$ cat src/rtl/cnn_pkg.sv
// Shared types and constants for the CNN accelerator layer chain.
package cnn_pkg;

  typedef enum logic [2:0] {
    SEQ_IDLE   = 3'd0,
    SEQ_LAUNCH = 3'd1,
    SEQ_WAIT   = 3'd2,
    SEQ_SWAP   = 3'd3,
    SEQ_FINISH = 3'd4,
    SEQ_ERROR  = 3'd5
  } seq_state_t;

  // Selects one of the two feature-map RAM banks.
  typedef logic bank_sel_t;

  // Default per-layer run limit, shared with the layer modules.
  localparam int unsigned CNN_TIMEOUT_CYCLES = 1048576;

endpackage

$ cat src/rtl/cnn_layer_sequencer_if.sv
// Host, layer-handshake and bank-steering signals of the layer sequencer.
interface cnn_layer_sequencer_if #(
  parameter int NUM_LAYERS = 4,
  parameter int LAYER_W    = (NUM_LAYERS > 1) ? $clog2(NUM_LAYERS) : 1
);
  import cnn_pkg::*;

  logic                  start;
  logic                  abort;
  logic                  host_req;
  logic                  host_grant;
  logic [NUM_LAYERS-1:0] layer_start;
  logic [NUM_LAYERS-1:0] layer_done;
  bank_sel_t             bank_sel_rd;
  logic [LAYER_W-1:0]    cur_layer;
  logic                  busy;
  logic                  done;
  bank_sel_t             final_bank;
  logic                  error;

  // Host and layers drive the master side; the sequencer is the slave.
  modport master (
    output start, abort, host_req, layer_done,
    input  host_grant, layer_start, bank_sel_rd, cur_layer, busy, done, final_bank, error
  );

  modport slave (
    input  start, abort, host_req, layer_done,
    output host_grant, layer_start, bank_sel_rd, cur_layer, busy, done, final_bank, error
  );

endinterface

$ cat src/rtl/layer_watchdog.sv
// Per-layer run-time counter; timeout is high once TIMEOUT_CYCLES-1 is reached.
module layer_watchdog
  import cnn_pkg::*;
#(
  parameter int unsigned TIMEOUT_CYCLES = CNN_TIMEOUT_CYCLES
) (
  input  logic clk,
  input  logic rst,
  input  logic clr,
  input  logic en,
  output logic timeout
);

  localparam int CNT_W = (TIMEOUT_CYCLES > 1) ? $clog2(TIMEOUT_CYCLES) : 1;
  localparam logic [CNT_W-1:0] LIMIT = CNT_W'(TIMEOUT_CYCLES - 1);

  logic [CNT_W-1:0] count;

  assign timeout = (count == LIMIT);

  // Saturates at the limit so a stalled layer cannot wrap back to zero.
  always_ff @(posedge clk or negedge rst) begin
    if (!rst) begin
      count <= '0;
    end else if (clr) begin
      count <= '0;
    end else if (en && !timeout) begin
      count <= count + CNT_W'(1);
    end
  end

endmodule

$ cat src/rtl/cnn_layer_sequencer.sv
// Layer-chain scheduler: launches layers in order, ping-pongs the feature-map
// banks, arbitrates the RAM against the host loader and watches each layer.
module cnn_layer_sequencer
  import cnn_pkg::*;
#(
  parameter int          NUM_LAYERS     = 4,
  parameter int unsigned TIMEOUT_CYCLES = CNN_TIMEOUT_CYCLES,
  parameter int          LAYER_W        = (NUM_LAYERS > 1) ? $clog2(NUM_LAYERS) : 1
) (
  input logic                  clk,
  input logic                  rst,
  cnn_layer_sequencer_if.slave bus
);

  localparam logic [2:0] S_IDLE   = SEQ_IDLE;
  localparam logic [2:0] S_LAUNCH = SEQ_LAUNCH;
  localparam logic [2:0] S_WAIT   = SEQ_WAIT;
  localparam logic [2:0] S_SWAP   = SEQ_SWAP;
  localparam logic [2:0] S_FINISH = SEQ_FINISH;
  localparam logic [2:0] S_ERROR  = SEQ_ERROR;

  localparam logic [LAYER_W-1:0] LAST_LAYER = LAYER_W'(NUM_LAYERS - 1);

  logic [2:0]         state;
  logic [2:0]         state_nxt;
  logic [LAYER_W-1:0] cur_nxt;
  bank_sel_t          bank_nxt;
  logic               error_nxt;
  logic               cur_done;
  logic               wd_clr;
  logic               wd_en;
  logic               wd_timeout;

  // Only the active layer's done bit can advance the chain.
  assign cur_done = bus.layer_done[bus.cur_layer];
  assign wd_clr   = (state == S_LAUNCH);
  assign wd_en    = (state == S_WAIT);

  layer_watchdog #(
    .TIMEOUT_CYCLES(TIMEOUT_CYCLES)
  ) u_watchdog (
    .clk     (clk),
    .rst     (rst),
    .clr     (wd_clr),
    .en      (wd_en),
    .timeout (wd_timeout)
  );

  // NOTE: every next-state value gets a hold default before the case, so no
  // path leaves it unassigned and no latch is inferred.
  always_comb begin
    state_nxt = state;
    cur_nxt   = bus.cur_layer;
    bank_nxt  = bus.bank_sel_rd;
    error_nxt = bus.error;
    case (state)
      S_IDLE: begin
        if (bus.start && !bus.host_grant) begin
          state_nxt = S_LAUNCH;
          cur_nxt   = '0;
          bank_nxt  = 1'b0;
        end
      end
      S_LAUNCH: state_nxt = S_WAIT;
      S_WAIT: begin
        if (cur_done) begin
          state_nxt = S_SWAP;
        end else if (wd_timeout) begin
          state_nxt = S_ERROR;
          error_nxt = 1'b1;
        end
      end
      S_SWAP: begin
        bank_nxt = ~bus.bank_sel_rd;
        if (bus.cur_layer == LAST_LAYER) begin
          state_nxt = S_FINISH;
        end else begin
          cur_nxt   = bus.cur_layer + LAYER_W'(1);
          state_nxt = S_LAUNCH;
        end
      end
      S_FINISH: state_nxt = S_IDLE;
      S_ERROR:  state_nxt = S_ERROR;
      default:  state_nxt = S_IDLE;
    endcase
    // Abort leaves the bank/layer pointers alone; layers are reset externally.
    if (bus.abort) begin
      state_nxt = S_IDLE;
      cur_nxt   = bus.cur_layer;
      bank_nxt  = bus.bank_sel_rd;
      error_nxt = 1'b0;
    end
  end

  // NOTE: registers use non-blocking assignments so every output below sees
  // the pre-edge values and the block has no ordering dependence.
  always_ff @(posedge clk or negedge rst) begin
    if (!rst) begin
      state           <= S_IDLE;
      bus.cur_layer   <= '0;
      bus.bank_sel_rd <= 1'b0;
      bus.final_bank  <= 1'b0;
      bus.layer_start <= '0;
      bus.done        <= 1'b0;
      bus.busy        <= 1'b0;
      bus.error       <= 1'b0;
      bus.host_grant  <= 1'b0;
    end else begin
      state           <= state_nxt;
      bus.cur_layer   <= cur_nxt;
      bus.bank_sel_rd <= bank_nxt;
      bus.error       <= error_nxt;
      // Outputs are decoded from the next state so they align with it.
      bus.layer_start <= (state_nxt == S_LAUNCH) ? (NUM_LAYERS'(1) << cur_nxt) : '0;
      bus.done        <= (state_nxt == S_FINISH);
      bus.busy        <= (state_nxt == S_LAUNCH) || (state_nxt == S_WAIT) ||
                         (state_nxt == S_SWAP)   || (state_nxt == S_FINISH);
      bus.host_grant  <= (state == S_IDLE) && (state_nxt == S_IDLE) &&
                         !bus.abort && bus.host_req;
      if (state_nxt == S_FINISH) begin
        bus.final_bank <= bank_nxt;
      end
    end
  end

endmodule

$ cat src/flat_wrapper.sv
// flat-port wrapper written by rule: the top's interface ports become plain ports
module cnn_layer_sequencer_flat import cnn_pkg::*;
#(
  parameter int          NUM_LAYERS     = 4,
  parameter int unsigned TIMEOUT_CYCLES = CNN_TIMEOUT_CYCLES,
  parameter int          LAYER_W        = (NUM_LAYERS > 1) ? $clog2(NUM_LAYERS) : 1
)
  (clk, rst, bus_start, bus_abort, bus_host_req, bus_layer_done, bus_host_grant, bus_layer_start, bus_bank_sel_rd, bus_cur_layer, bus_busy, bus_done, bus_final_bank, bus_error);
  cnn_layer_sequencer_if #(.NUM_LAYERS(NUM_LAYERS), .LAYER_W(LAYER_W)) bus_i ();
  input logic clk;
  input logic rst;
  input wire logic [$bits(bus_i.start)-1:0] bus_start;
  input wire logic [$bits(bus_i.abort)-1:0] bus_abort;
  input wire logic [$bits(bus_i.host_req)-1:0] bus_host_req;
  input wire logic [$bits(bus_i.layer_done)-1:0] bus_layer_done;
  output wire logic [$bits(bus_i.host_grant)-1:0] bus_host_grant;
  output wire logic [$bits(bus_i.layer_start)-1:0] bus_layer_start;
  output wire logic [$bits(bus_i.bank_sel_rd)-1:0] bus_bank_sel_rd;
  output wire logic [$bits(bus_i.cur_layer)-1:0] bus_cur_layer;
  output wire logic [$bits(bus_i.busy)-1:0] bus_busy;
  output wire logic [$bits(bus_i.done)-1:0] bus_done;
  output wire logic [$bits(bus_i.final_bank)-1:0] bus_final_bank;
  output wire logic [$bits(bus_i.error)-1:0] bus_error;
  assign bus_i.start = bus_start;
  assign bus_i.abort = bus_abort;
  assign bus_i.host_req = bus_host_req;
  assign bus_i.layer_done = bus_layer_done;
  assign bus_host_grant = bus_i.host_grant;
  assign bus_layer_start = bus_i.layer_start;
  assign bus_bank_sel_rd = bus_i.bank_sel_rd;
  assign bus_cur_layer = bus_i.cur_layer;
  assign bus_busy = bus_i.busy;
  assign bus_done = bus_i.done;
  assign bus_final_bank = bus_i.final_bank;
  assign bus_error = bus_i.error;
  cnn_layer_sequencer #(.NUM_LAYERS(NUM_LAYERS), .TIMEOUT_CYCLES(TIMEOUT_CYCLES), .LAYER_W(LAYER_W)) u_core (.clk(clk), .rst(rst), .bus(bus_i));
endmodule
$ cat config.mk
export PLATFORM = sky130hd
export DESIGN_NAME = cnn_layer_sequencer_flat
export DESIGN_NICKNAME = d
export VERILOG_FILES = /design/src/rtl/cnn_pkg.sv /design/src/rtl/cnn_layer_sequencer_if.sv /design/src/rtl/layer_watchdog.sv /design/src/rtl/cnn_layer_sequencer.sv /design/src/flat_wrapper.sv
export SDC_FILE = /design/constraint.sdc
export NUM_CORES = 1
export LEC_CHECK = 0
export CORE_MARGIN = 2
export CORE_UTILIZATION = 59
export DETAILED_ROUTE_END_ITERATION = 8
export PLACE_DENSITY = 0.94
export SETUP_SLACK_MARGIN = 0.2
export SYNTH_ARGS = -nofsm -noshare
export SYNTH_HDL_FRONTEND = slang
export SYNTH_SLANG_ARGS = --single-unit
$ cat constraint.sdc
create_clock -name clk -period 4.2 [get_ports clk]
set_clock_uncertainty 0.1 [all_clocks]
set_input_delay 0.42 -clock clk [delete_from_list [all_inputs] [get_ports clk]]
set_output_delay 0.42 -clock clk [all_outputs]
set_load 0.01 [all_outputs]
# After elaboration in Yosys (flattened, before gate mapping)
# Index checks and enable logic that the tools add are counted.
[word_totals]
regBits = 35
in_bits = 9
output_inout_bits = 12
wordCells = 65
[op_classes]
add_sub_neg = 2
order_cmp = 1
n_eq_ne = 11
n_shift = 1
mux = 22
n_bitwise = 1
n_reduce_logical = 17
[ops]
columns = ["cell", "n"]
rows = [
  ["2-to-1 mux 20 bit", 2],
  ["adder 20 x 1 -> 20 bit, second input constant", 1],
  ["equality test 20 bit, second input constant", 1],
  ["2-to-1 mux 3 bit", 5],
  ["one-hot mux 3 bit (5 select lines)", 1],
  ["equality test 3 x 2 -> 1 bit, second input constant", 4],
  ["2-to-1 mux 1 bit", 7],
  ["equality test 3 x 1 -> 1 bit, second input constant", 2],
  ["equality test 3 bit, second input constant", 2],
  ["zero test 3 bit", 2],
  ["2-to-1 mux 2 bit", 3],
  ["nonzero test 2 bit", 3],
  ["logical AND 1 bit", 5],
  ["2-to-1 mux 4 bit", 1],
  ["one-hot mux 2 bit (2 select lines)", 1],
  ["left shift 1 x 2 -> 4 bit, first input constant", 1],
  ["zero test 1 bit", 3],
  ["logical OR 1 bit", 3],
  ["less-than comparator 2 x 3 -> 1 bit, second input constant", 1],
  ["AND reduction 3 bit", 1],
  ["adder 2 x 1 -> 2 bit, second input constant", 1],
  ["binary-select mux 1 bit (select 2 bit)", 1],
  ["equality test 2 bit, second input constant", 1],
  ["!= test 2 bit, second input constant", 1],
  ["2 further kinds", 2],
]

# Longest topological paths before layout
[depth]
depth_word = 9
ltp_mapped = 7

# By module
# A second synthesis with hierarchy kept.
[unflattened]
cells_unflattened = 194
hier_area_um2 = 1920.6
[modules_own_cells]
columns = ["module", "instances", "cells_each", "area_per_inst_um2"]
rows = [
  ["layer_watchdog", 1, 122, 1131.1],
  ["cnn_layer_sequencer", 1, 72, 789.5],
]

# Worst setup path after synthesis
# OpenSTA, ideal clock, no wires.
[synth_path]
kind = "flip-flop to flip-flop"
startpoint = "register u_core.bus.cur_layer[0]"
endpoint = "register u_core.bus.final_bank"
arrival_ns = 2.229
required_ns = 3.972
setup_slack_ns = 1.744
stages_incl_launch_ff = 6
synth_period_minus_slack_ns = 2.456
cell_sequence = "dfrtp_1 > mux4_2 > or4_4 > a2bb2oi_2 > nor3_4 > mux2_1"
[synth_between]
elab_chain_cells = 6
[synth_lines]
columns = ["element", "line", "rtl"]
rows = [
  ["start, declared", "cnn_layer_sequencer_if.sv:29", "output host_grant, layer_start, bank_sel_rd, cur_layer, busy, done, final_bank, error"],
  ["start signal, assigned", "cnn_layer_sequencer.sv:110", "bus.cur_layer <= cur_nxt;"],
  ["binary-select mux 1 bit (select 2 bit)", "cnn_layer_sequencer.sv:35", "assign cur_done = bus.layer_done[bus.cur_layer];"],
  ["2-to-1 mux 1 bit (not written as such)", "cnn_layer_sequencer.sv:35", ""],
  ["2-to-1 mux 3 bit", "cnn_layer_sequencer.sv:66", "if (cur_done) begin"],
  ["one-hot mux 3 bit (5 select lines) (*)", "cnn_layer_sequencer.sv:56", "case (state)"],
  ["2-to-1 mux 3 bit (*)", "cnn_layer_sequencer.sv:87", "if (bus.abort) begin"],
  ["equality test 3 bit (*)", "cnn_layer_sequencer.sv:120", "if (state_nxt == S_FINISH) begin"],
  ["end signal, assigned", "cnn_layer_sequencer.sv:121", "bus.final_bank <= bank_nxt;"],
  ["end, declared", "cnn_layer_sequencer_if.sv:29", ""],
]
# Every way passes the cells marked *; elsewhere a longest branch is shown, timed or not. The select of a mux whose other input is x is not followed.
# A chain may end at the register's enable or synchronous reset.

# Worst setup path in the final report
# Same ends and word-level chain as after synthesis.

==> metrics.yaml <==
run_status:
  outcome: "complete, no violations"
placed_design:
  port_buffers: 20
  place_area_mm2: 0.002069
  gp_congestion: 0.8350
  post-place-cells: 234
  post-dp-hpwl_um: 2455
  pre_cts_ws_ns: 1.352
global_routing:
  grt_pass1_wl_um: 6258
  antenna_found_initial: 0
  grt.overflow.total: 0
  grt_max_degree: 36
  first_global_vias: 1368
  grtUsageTotal_pct: 24.32
sta:
  maxSlewHeadroom_pct: 52.69
  hold_viol: 0
  period_minus_slack_ns: 2.562
  tightest_slew_ns: 0.7042
  fmax_mhz: 390.3
  drv_slew: 0
  rsz0062_at_grt: "no"
  holdWs_ns: 0.3646
  finalCritPeriodShare_pct: 61.00
  finalSetupViolCount: 0
  tns_ns: 0
  finalWorstSetupSlack_ns: 1.638
cts:
  cts_buffer_depth: 2
  cts_tree: "done"
  cts_buffers: 5
  postCtsSetupBuffers: 0
  h-tree-depth: 2
  cts_resized: 0
  clk_latency_ns: 0.36
  cts.clk_slew.worst_paths_ns: 0.11
  cts_num_sinks: 35
  root_buffer: "clkbuf_4"
  postCtsHoldBufs: 0
floorplanning:
  ios: 21
  initial_utilization_pct: 61.00
  core.rowCount: 20
  die_h_um: 59.72
  core_mm2: 0.003003
  die_area_mm2: 0.003566
  die_w_um: 59.72
cells_and_area:
  stdcell_area_mm2: 0.002120
  nNetsFinal: 218
  antennaDiodeCount: 0
  drive_above_1_share_pct: 8.134
  syn2layout_area_growth_pct: 15.71
  instances_no_fill: 242
routing:
  drtIter0Drc: 56
  top_layer: "met4"
  vias: 1494
  routed_wirelength_um: 3633
  wl_met3_um: 219
  drtPass1Iterations: 4
  antenna_left: 0
  routedWlPerCell_um: 15.01
  viasPerCell: 6.174
  met1_length_um: 1717
  drc: 0
  dr_wl_met2_um: 1624
synthesis:
  synth_warnings: 0
  netlist_top_cells_count: "35 x dfrtp_1, 29 x nor2_1, 10 x xnor2_1"
  ys_seq_area_share_pct: 47.81
  synth_flop_cell: "dfrtp_1"
  synth.distinct_cells: 48
  post-synth-top-count-cell: "dfrtp_1"
  syn_avg_cell_area_um2: 9.848
  syn_nets: 196
  syn_inst: 186
  ys_ff_latch: 35
  syn_area_mm2: 0.001832
  synth-edff-count: 0
  synth_area_leaders: "dfrtp_1 48%, nor2_1 5.9%, xnor2_1 4.8%"
  yosys.area.top_type: "dfrtp_1"
  yosysTopAreaCellShare_pct: 47.81
  async_flop_share_pct: 100.0
power:
  irDropWorstVdd_uv: 307.8
  pwr_density_cell_mw_per_mm2: 324.1
  intPower_uw: 480.2
  p_leak_uw: 0.0008915
  seq_power_share_pct: 55.9
  switching_share_pct: 30.11
  power.share.clock_pct: 25.9
  p_sw_uw: 206.8
  p_comb_share_pct: 18.1
setup_path:
  r2r-start: "u_core.bus.cur_layer[0]$_DFF_PN0_"
  required_ns: 4.35
  startpoint_type: "register"
  r2r-end: "u_core.bus.final_bank$_DFFE_PN0P_"
  ff2ff_path_depth: 5
  ff2ff_setup_slack_ns: 1.64
  cp.arrival_ns: 2.71
  timing_worst_setup_path_type: "reg2reg"
  path_max_fanout: 7
  endpoint_kind: "register"
worst_hold_path:
  hold_class: "in2async"
job:
  drv_cap: 0
flip-flops by register name, summed over array words and instances (netlist names):
signal,cells
u_core.bus.bank_sel_rd,1
u_core.bus.final_bank,1
u_core.bus.done,1
u_core.bus.error,1
u_core.bus.cur_layer,2
u_core.state,3
u_core.bus.busy,1
u_core.bus.layer_start,4
u_core.bus.host_grant,1
u_core.u_watchdog.count,20
worst max path at each step:
stage,endpoint,startpoint,slack (ns)
detailed placement,u_core.bus.final_bank$_DFFE_PN0P_,bus_layer_done[0],1.35
finish,u_core.bus.final_bank$_DFFE_PN0P_,u_core.bus.cur_layer[0]$_DFF_PN0_,1.64
floorplan,u_core.bus.final_bank$_DFFE_PN0P_,u_core.bus.cur_layer[0]$_DFF_PN0_,1.74
CTS,u_core.bus.final_bank$_DFFE_PN0P_,u_core.bus.cur_layer[0]$_DFF_PN0_,1.64
global placement,u_core.bus.final_bank$_DFFE_PN0P_,bus_layer_done[0],1.37
global route,u_core.bus.final_bank$_DFFE_PN0P_,u_core.bus.cur_layer[0]$_DFF_PN0_,1.54
logic make-up after synthesis:
| kind of cell | count (synthesis) | share of synthesized area, % |
|---|---|---|
| AOI/OAI and AO/OA | 30 | 11.68 |
| xor gates and xnor gates | 18 | 8.606 |
| adders and majority gates | 1 | 0.6830 |
| buffers and inverters | 12 | 2.527 |
| DFF | 35 | 47.81 |
| muxes | 3 | 2.391 |
| and+or+nand+nor | 87 | 26.30 |
placed cells by master, fill, tap and decap left out, types with 6 or more instances in the layout:
| master | netlist | final |
|---|---|---|
| nand3_1 | 6 | 6 |
| xnor2_1 | 10 | 10 |
| o2111ai_1 | 7 | 7 |
| nor2_1 | 29 | 29 |
| nand4_1 | 6 | 6 |
| nand2_1 | 8 | 8 |
| dfrtp_1 | 35 | 35 |
| nor3_1 | 6 | 6 |
| clkdlybuf4s50_1 | 0 | 20 |
| xor2_1 | 8 | 8 |
layer usage:
| layer | up-vias | global-route usage [%] |
|---|---|---|
| met5 | - | 0 |
| met4 | 0 | 10.48 |
| met3 | 8 | 7.359 |
| met2 | 45 | 33.39 |
| met1 | 719 | 35.75 |
| li1 | 722 | - |
metrics by stage:
step,power [µW],utilization [%]
6_report,687.0,70.58
5_1_grt,718.7,70.58
4_1_cts,692.6,70.58
3_5_place_dp,514.5,68.92
3_3_place_gp,508.9,68.92
2_1_floorplan,459.3,-
worst max-delay path: stages (launching register included):
cell and delay, ns:
dfrtp_1 0.49, mux4_2 0.58, or4_4 0.56, a2bb2oi_2 0.17
nor3_4 0.22, mux2_1 0.33
area by class of cell:
cell class                      instances  area (µm²)
Multi-Input combinational cell        139       914.6
Inverter                                4       15.01
Tap cell                               33       41.29
Timing Repair Buffer                   23       222.7
Fill cell                             227       883.3
Clock buffer                            7       45.04
Clock inverter                          1       5.005
Sequential cell                        35       875.8
power groups by stage:
stage / registers (µW) / logic [µW] / clock network (µW)
after global placement: 389 / 120 / 0
after detailed placement: 390 / 124 / 0
after floorplan: 385 / 73.9 / 0
after global routing: 389 / 140 / 190
final: 384 / 125 / 178
after CTS: 384 / 126 / 183
(Power assumes the default switching activity.)
